--- config.mk ---
export PLATFORM = sky130hd
export DESIGN_NAME = beat_clock
export DESIGN_NICKNAME = d
export VERILOG_FILES = /design/src/rtl/beat_clock.sv
export SDC_FILE = /design/constraint.sdc
export NUM_CORES = 1
export LEC_CHECK = 0
export ABC_AREA = 0
export CAP_MARGIN = 20
export CELL_PAD_IN_SITES_DETAIL_PLACEMENT = 0
export CELL_PAD_IN_SITES_GLOBAL_PLACEMENT = 1
export CORE_MARGIN = 3
export CORE_UTILIZATION = 40
export CTS_CLUSTER_DIAMETER = 80
export DETAILED_ROUTE_END_ITERATION = 12
export HOLD_SLACK_MARGIN = 0.08
export PLACE_DENSITY = 0.75
export SYNTH_ARGS = -nofsm -noshare
export SYNTH_HDL_FRONTEND = slang
export SYNTH_SLANG_ARGS = --single-unit
export TNS_END_PERCENT = 100
--- constraint.sdc ---
create_clock -name clk -period 4.2 [get_ports clk]
set_input_delay 0.84 -clock clk [delete_from_list [all_inputs] [get_ports clk]]
set_output_delay 0.84 -clock clk [all_outputs]
set_load 0.01 [all_outputs]
--- src/rtl/beat_clock.sv ---
// beat_clock: tempo-controlled beat counter (beats 0-7) driving the step-sequencer players.
// Latency: every output is a flop; beat/strobes/tempo change on the edge after their cause.
// Backpressure: none; pause freezes progress in place, sequencer_on=0 returns to idle.
//
// Ports:
//   clk            system clock (10 kHz)
//   rst            synchronous active-high reset
//   sequencer_on   1 = sequencer mode (beats advance), 0 = piano mode (held idle)
//   pause          level; 1 freezes tick and beat
//   tempo_up       synchronized button level; rising edge = tempo + 1
//   tempo_down     synchronized button level; rising edge = tempo - 1
//   beat           current beat 0-7 (bit 3 is always 0)
//   beat_strobe    one-cycle pulse when beat takes a new value
//   measure_start  one-cycle pulse together with beat_strobe when beat becomes 0
//   tempo          current tempo step, 0 (slowest) .. 7 (fastest)

module beat_clock #(
   parameter int BASE_TICKS  = 5000,
   parameter int STEP_TICKS  = 500,
   parameter int TEMPO_RESET = 3
) (
   input  logic       clk,
   input  logic       rst,
   input  logic       sequencer_on,
   input  logic       pause,
   input  logic       tempo_up,
   input  logic       tempo_down,
   output logic [3:0] beat,
   output logic       beat_strobe,
   output logic       measure_start,
   output logic [2:0] tempo
);

   // Tick counter is at least 13 bits and always wide enough to hold BASE_TICKS.
   localparam int TW = ($clog2(BASE_TICKS + 1) > 13) ? $clog2(BASE_TICKS + 1) : 13;
   localparam logic [TW-1:0] PERIOD_RESET = TW'(BASE_TICKS - TEMPO_RESET * STEP_TICKS);

   typedef enum logic [1:0] {
      IDLE   = 2'd0,
      RUN    = 2'd1,
      PAUSED = 2'd2
   } state_t;

   state_t        state;
   state_t        state_nxt;

   logic [TW-1:0] tick;
   logic [TW-1:0] tick_nxt;
   logic [TW-1:0] period_latched;
   logic [TW-1:0] period_latched_nxt;
   logic [TW-1:0] period_now;
   logic          wrap;

   logic [2:0]    beat_cnt;
   logic [2:0]    beat_cnt_nxt;
   logic          strobe_nxt;
   logic          measure_nxt;

   logic          up_prev;
   logic          down_prev;
   logic          up_edge;
   logic          down_edge;
   logic [2:0]    tempo_nxt;

   // ------------------------------------------------------------------
   // Tempo buttons: one previous-value flop each, so a held button only
   // produces a single step. Both edges together cancel out.
   // ------------------------------------------------------------------
   assign up_edge   = tempo_up   & ~up_prev;
   assign down_edge = tempo_down & ~down_prev;

   always_comb begin
      tempo_nxt = tempo;
      if (up_edge && !down_edge && (tempo != 3'd7)) begin
         tempo_nxt = tempo + 3'd1;
      end else if (down_edge && !up_edge && (tempo != 3'd0)) begin
         tempo_nxt = tempo - 3'd1;
      end
   end

   // Beat period for the current tempo. Arithmetic is modulo 2^TW, which is
   // exact because the true result never exceeds BASE_TICKS and TW holds it.
   assign period_now = TW'(BASE_TICKS) - (TW'(tempo) * TW'(STEP_TICKS));

   // Last tick of the beat, judged against the period latched at beat start
   // so that a tempo change never stretches or shortens the beat in flight.
   assign wrap = (tick == (period_latched - TW'(1)));

   // ------------------------------------------------------------------
   // State register (plus the registered datapath it steers)
   // ------------------------------------------------------------------
   always_ff @(posedge clk) begin
      if (rst) begin
         state          <= IDLE;
         tick           <= '0;
         beat_cnt       <= '0;
         beat_strobe    <= 1'b0;
         measure_start  <= 1'b0;
         period_latched <= PERIOD_RESET;
         tempo          <= 3'(TEMPO_RESET);
         up_prev        <= 1'b0;
         down_prev      <= 1'b0;
      end else begin
         state          <= state_nxt;
         tick           <= tick_nxt;
         beat_cnt       <= beat_cnt_nxt;
         beat_strobe    <= strobe_nxt;
         measure_start  <= measure_nxt;
         period_latched <= period_latched_nxt;
         tempo          <= tempo_nxt;
         up_prev        <= tempo_up;
         down_prev      <= tempo_down;
      end
   end

   // ------------------------------------------------------------------
   // Next-state logic. Leaving sequencer mode beats pause, and pause beats
   // the end-of-beat wrap.
   // ------------------------------------------------------------------
   always_comb begin
      state_nxt = state;
      case (state)
         IDLE: begin
            if (sequencer_on) begin
               state_nxt = RUN;
            end
         end
         RUN: begin
            if (!sequencer_on) begin
               state_nxt = IDLE;
            end else if (pause) begin
               state_nxt = PAUSED;
            end
         end
         PAUSED: begin
            if (!sequencer_on) begin
               state_nxt = IDLE;
            end else if (!pause) begin
               state_nxt = RUN;
            end
         end
         default: begin
            state_nxt = IDLE;
         end
      endcase
   end

   // ------------------------------------------------------------------
   // Output / datapath logic: next values of tick, beat, strobes and the
   // latched period. Strobes default low so they can only last one cycle.
   // ------------------------------------------------------------------
   always_comb begin
      tick_nxt           = tick;
      beat_cnt_nxt       = beat_cnt;
      strobe_nxt         = 1'b0;
      measure_nxt        = 1'b0;
      period_latched_nxt = period_latched;

      if (!sequencer_on) begin
         tick_nxt     = '0;
         beat_cnt_nxt = '0;
      end else begin
         case (state)
            IDLE: begin
               // Entering RUN announces beat 0 as the start of a measure.
               tick_nxt           = '0;
               beat_cnt_nxt       = '0;
               strobe_nxt         = 1'b1;
               measure_nxt        = 1'b1;
               period_latched_nxt = period_now;
            end
            RUN: begin
               if (!pause) begin
                  if (wrap) begin
                     tick_nxt           = '0;
                     beat_cnt_nxt       = beat_cnt + 3'd1;
                     strobe_nxt         = 1'b1;
                     measure_nxt        = (beat_cnt == 3'd7);
                     period_latched_nxt = period_now;
                  end else begin
                     tick_nxt = tick + TW'(1);
                  end
               end
            end
            PAUSED: begin
               // Tick and beat hold; resuming picks up from the frozen tick
               // without a strobe.
            end
            default: begin
               tick_nxt     = '0;
               beat_cnt_nxt = '0;
            end
         endcase
      end
   end

   assign beat = {1'b0, beat_cnt};

endmodule

# == Word level (Yosys, flattened, before mapping) ==
# Index checks and enable logic that the tools add are counted.
# op_classes
n_reduce_logical,15
eq_ne,10
muxes,23
multipliers,1
bitwise_logic,6
n_addsub,6
# op_table
op,count
13-bit 2-to-1 mux,4
13-bit one-hot mux with 2 select lines,2
"13-bit by 1-bit adder with 13-bit output, second input constant",1
13-bit equality test,1
"13-bit by 1-bit subtractor with 13-bit output, second input constant",1
"13-bit by 12-bit subtractor with 13-bit output, first input constant",1
3-bit 2-to-1 mux,4
"3-bit by 7-bit multiplier with 10-bit output, second input constant",1
2-bit 2-to-1 mux,5
"3-bit inequality test, second input constant",3
"3-bit by 1-bit adder with 3-bit output, second input constant",2
"2-bit inequality test, second input constant",3
2-bit one-hot mux with 3 select lines,1
3-bit one-hot mux with 2 select lines,1
3-bit AND reduction,2
1-bit logical AND,4
1-bit 2-to-1 mux,4
1-bit NOT,4
1-bit one-hot mux with 2 select lines,2
4-bit AND reduction,1
2-bit nonzero test,2
"3-bit equality test, second input constant",1
3-bit nonzero test,1
"3-bit by 1-bit subtractor with 3-bit output, second input constant",1
7 further kinds,9
# word_totals
in_bits,6
register_bits,38
output_inout_bits,9
wordCells,70

# == Logic depth before layout (Yosys ltp) ==
# logic_depth
depth_word,7
depth_mapped,11
ltp_nobuf,11

# == Worst setup path before layout ==
# No wires, ideal clock.
# synth_path
path_type,reg-to-reg
start,register tempo[0]
end,register period_latched[10]
path_slack_ps,1055
required_time_ps,4130
path_stages_with_launch,12
arrival_ps,3075
setup_time_ps,70
path_buffers,0
period_less_slack_ps,3145
path_cell_list,dfxtp_1 inv_1 fa_1 inv_1 fa_1 fa_1 a21boi_0 nand3b_1 xnor2_1 xnor2_1 nor2_1 a21oi_1
# synth_via
elab_chain_cells,5
# synth_lines
item,line,rtl
start: declaration,31,output logic [2:0] tempo
start signal: assignment,100,tempo <= 3'(TEMPO_RESET);
start signal: assignment,110,tempo <= tempo_nxt;
3-bit by 7-bit multiplier with 10-bit output (*),83,assign period_now = TW'(BASE_TICKS) - (TW'(tempo) * TW'(STEP_TICKS));
13-bit by 12-bit subtractor with 13-bit output (*),83,
13-bit 2-to-1 mux,174,if (wrap) begin
13-bit 2-to-1 mux,173,if (!pause) begin
13-bit one-hot mux with 2 select lines (*),163,case (state)
end signal: assignment,109,period_latched <= period_latched_nxt;
end: declaration,49,logic [TW-1:0] period_latched;
# Every way passes the cells marked *; elsewhere a longest branch is shown, timed or not. The select of a mux whose other input is x is not followed.
# A chain may end at the register's enable or synchronous reset.

# == Final worst setup path ==
# Same ends and word-level chain as after synthesis.

==> results by group <==
Yosys
  • Syn nets: 290
  • Mean Syn Cell Area: 9.07 µm²
  • Synth top area cells: dfxtp_1 (30%), xnor2_1 (7.7%), ha_1 (7.3%)
  • Most used DFF post-synth: dfxtp_1
  • Sequential element share of the synthesized area: 0.300
  • Synth top area share: 0.300
  • Post-Syn Area: 2400 µm²
  • Synth Warn #: 0
  • Unique masters post-synth: 52
  • Post-synth EDFFs: 0
  • Area leader, netlist: dfxtp_1
  • Seq cells post-synth: 36
  • Share of flip-flops with an asynchronous set or reset: 0
  • Syn Inst Count: 265

Clock tree
  • CTS H-tree depth: 2
  • Skew-Pair Late Insertion Delay: 290 ps
  • Hold_buf cts: 0
  • CTS tree: built
  • Setup bufs post-CTS: 0
  • CTS resizes: 0
  • Worst-path clk slew: 70 ps
  • Root buffer cell: clkbuf_8
  • Clk sink count: 36
  • CTS buffer count: 5
  • CTS Buffer Depth: 2

Floorplanning
  • Initial Util: 0.426
  • I/O pins: 15
  • Die area: 6970 µm²
  • Core area: 5640 µm²
  • Die width: 83.5 µm
  • Row Count: 27
  • Die H: 83.5 µm

Final layout
  • Commonest cells after routing, fill and taps aside: dfxtp_1 (36), nor2_1 (32), xnor2_1 (21), a21oi_1 (20), xor2_1 (15)
  • Most common cell after layout, fill and taps aside: dfxtp_1
  • Share of layout cells above drive strength 1: 0.0870
  • Fin nets: 301
  • Area growth syn-to-layout: 9.95%
  • Finished Layout Cells: 348
  • Antenna fix cells: 0

Power and ir drop
  • Power density of the placed cells: 438 nW/µm²
  • Overall power: 1.16 mW
  • Max rail drop VDD: 342 µV
  • Lkg Pwr: 0.979 nW

Route
  • DRC errors left: 0
  • First-pass DRT Iterations: 4
  • Via count: 1,769
  • Initial DRC count: 52
  • Post-DRT Antenna Nets: 0
  • WL final: 4.54 mm
  • Post-DR vias/cell: 5.08
  • WL/cell: 13.1 µm

Placement
  • Port-buffer cells: 13
  • Placed Cells: 341
  • GP Congestion: 0.772
  • Detail Placement HPWL: 3.39 mm

Flow run
  • Max-Cap Viols: 0

Outcome
  • Status: finished, final reports clean

STA
  • Final hold vios: 0
  • Fmax achieved: 0.298 GHz
  • Final worst-path cycle share: 0.800
  • Worst-Margin Slew: 587 ps
  • Setup_tns: 0 ps
  • Max_slew headroom: 0.605
  • Minimum clock period: 3360 ps
  • Worst-case clock skew: 6.10 ps
  • RSZ-0062 raised after global routing: no
  • Final setup vio count: 0
  • Max Slew Vio Count: 0

GRT
  • Total GRT Usage: 0.138
  • Global-route wire length before repair: 7.85 mm
  • Antenna violations before repair: 0
  • Number of global-route vias before repair: 1,669
  • Total gr overflow: 0
  • Pin count of the biggest net entering global routing: 25

Worst setup path
  • Largest stage delay, worst path: 580 ps
  • Slowest stage cell, crit path: dfxtp_1
  • Largest delay contributor family on the critical path: adder cells
  • Setup crit end kind: flip-flop
  • Arrival time worst endpoint: 3580 ps
  • CP Cell Sequence: inv_1 > fa_1 > inv_1 > fa_1 > fa_1 > a21boi_0 > nand3b_1 > xnor2_1 > xnor2_1 > nor2_1 > a21oi_1
  • WS Path Type: reg2reg
  • WP data required: 4420 ps
  • CP dominant cell by count: fa_1
  • Worst Path Buf+Inv: 2
  • Crit path max fanout: 9
  • CP Launch Type: flip-flop

Min path
  • Hold Path Class: reg2reg
## worst reg2reg max path: stages (launching register included)
cell and delay [ps]:
dfxtp_1 580, inv_1 160, fa_1 550, inv_1 100, fa_1 450, fa_1 540
a21boi_0 290, nand3b_1 130, xnor2_1 180, xnor2_1 130, nor2_1 50, a21oi_1 130
## worst paths after layout
check	cells past startpoint	end	slack (ps)	from
worst max-delay path	11	period_latched[10]$_SDFFE_PP1P_	840	tempo[0]$_SDFFE_PP1P_
worst min-delay path	2	tick[1]$_SDFFE_PP0P_	490	tick[1]$_SDFFE_PP0P_
worst max register to register	11	period_latched[10]$_SDFFE_PP1P_	840	tempo[0]$_SDFFE_PP1P_
worst min register to register	2	tick[1]$_SDFFE_PP0P_	490	tick[1]$_SDFFE_PP0P_
## final cells by class
type / instances / area, µm²
Inverter: 9 / 33.8
Fill cell: 552 / 3000
Clock buffer: 7 / 96.3
Timing Repair Buffer: 15 / 145
Multi-Input combinational cell: 209 / 1560
Sequential cell: 36 / 721
Tap cell: 72 / 90.1
## synth_stat cells (all sizes together) (4+ instances only)
cell type  count
nand2b         9
o21ai          6
a21oi         20
buf            8
fa             5
xor2          15
dfxtp         36
nor2b          6
xnor2         21
nand3         13
nand2         13
ha            14
nand4          4
a211oi         8
nor2          33
inv            9
## routing by layer
layer / GRT usage / up-vias / routed length, µm
li1: - / 941 / -
met1: 0.178 / 805 / 2310
met2: 0.218 / 15 / 2020
met3: 0.0326 / 8 / 123
met4: 0.0614 / 0 / 92
met5: 0 / - / 0
## kinds of logic after synthesis
kind of cell | after synthesis | share of synthesized area
simple gates | 102 | 0.252
compound gates | 49 | 0.140
xor+xnor | 36 | 0.131
flops | 36 | 0.300
buf+inv | 20 | 0.0526
fa+ha+maj | 19 | 0.115
mux | 2 | 0.00833
other cells | 1 | 0.00156
## flip-flops by register name, summed over array words and instances (netlist names)
register and count:
tick 13, period_latched 11, beat_cnt 3, tempo 3, state 2, beat_strobe 1
down_prev 1, measure_start 1, up_prev 1
## stage by stage
stage / util / hold WS, ps / setup slack, ps / instance area, µm²
CTS: 0.468 / 488 / 812 / 2640
global route: 0.468 / 529 / 523 / 2640
finish: 0.468 / 488 / 842 / 2640
detailed placement: 0.451 / 476 / 838 / 2540
global placement: 0.451 / 477 / 889 / 2540
floorplan: - / 458 / 1060 / 2400
## power by group
part           switching (mW)  internal (mW)  leakage (nW)  total, mW
sequential             0.0607          0.376         0.294      0.437
clock                   0.119          0.146        0.0503      0.265
combinational           0.235          0.220         0.635      0.456
No activity file was read; power rests on OpenSTA's default activity.
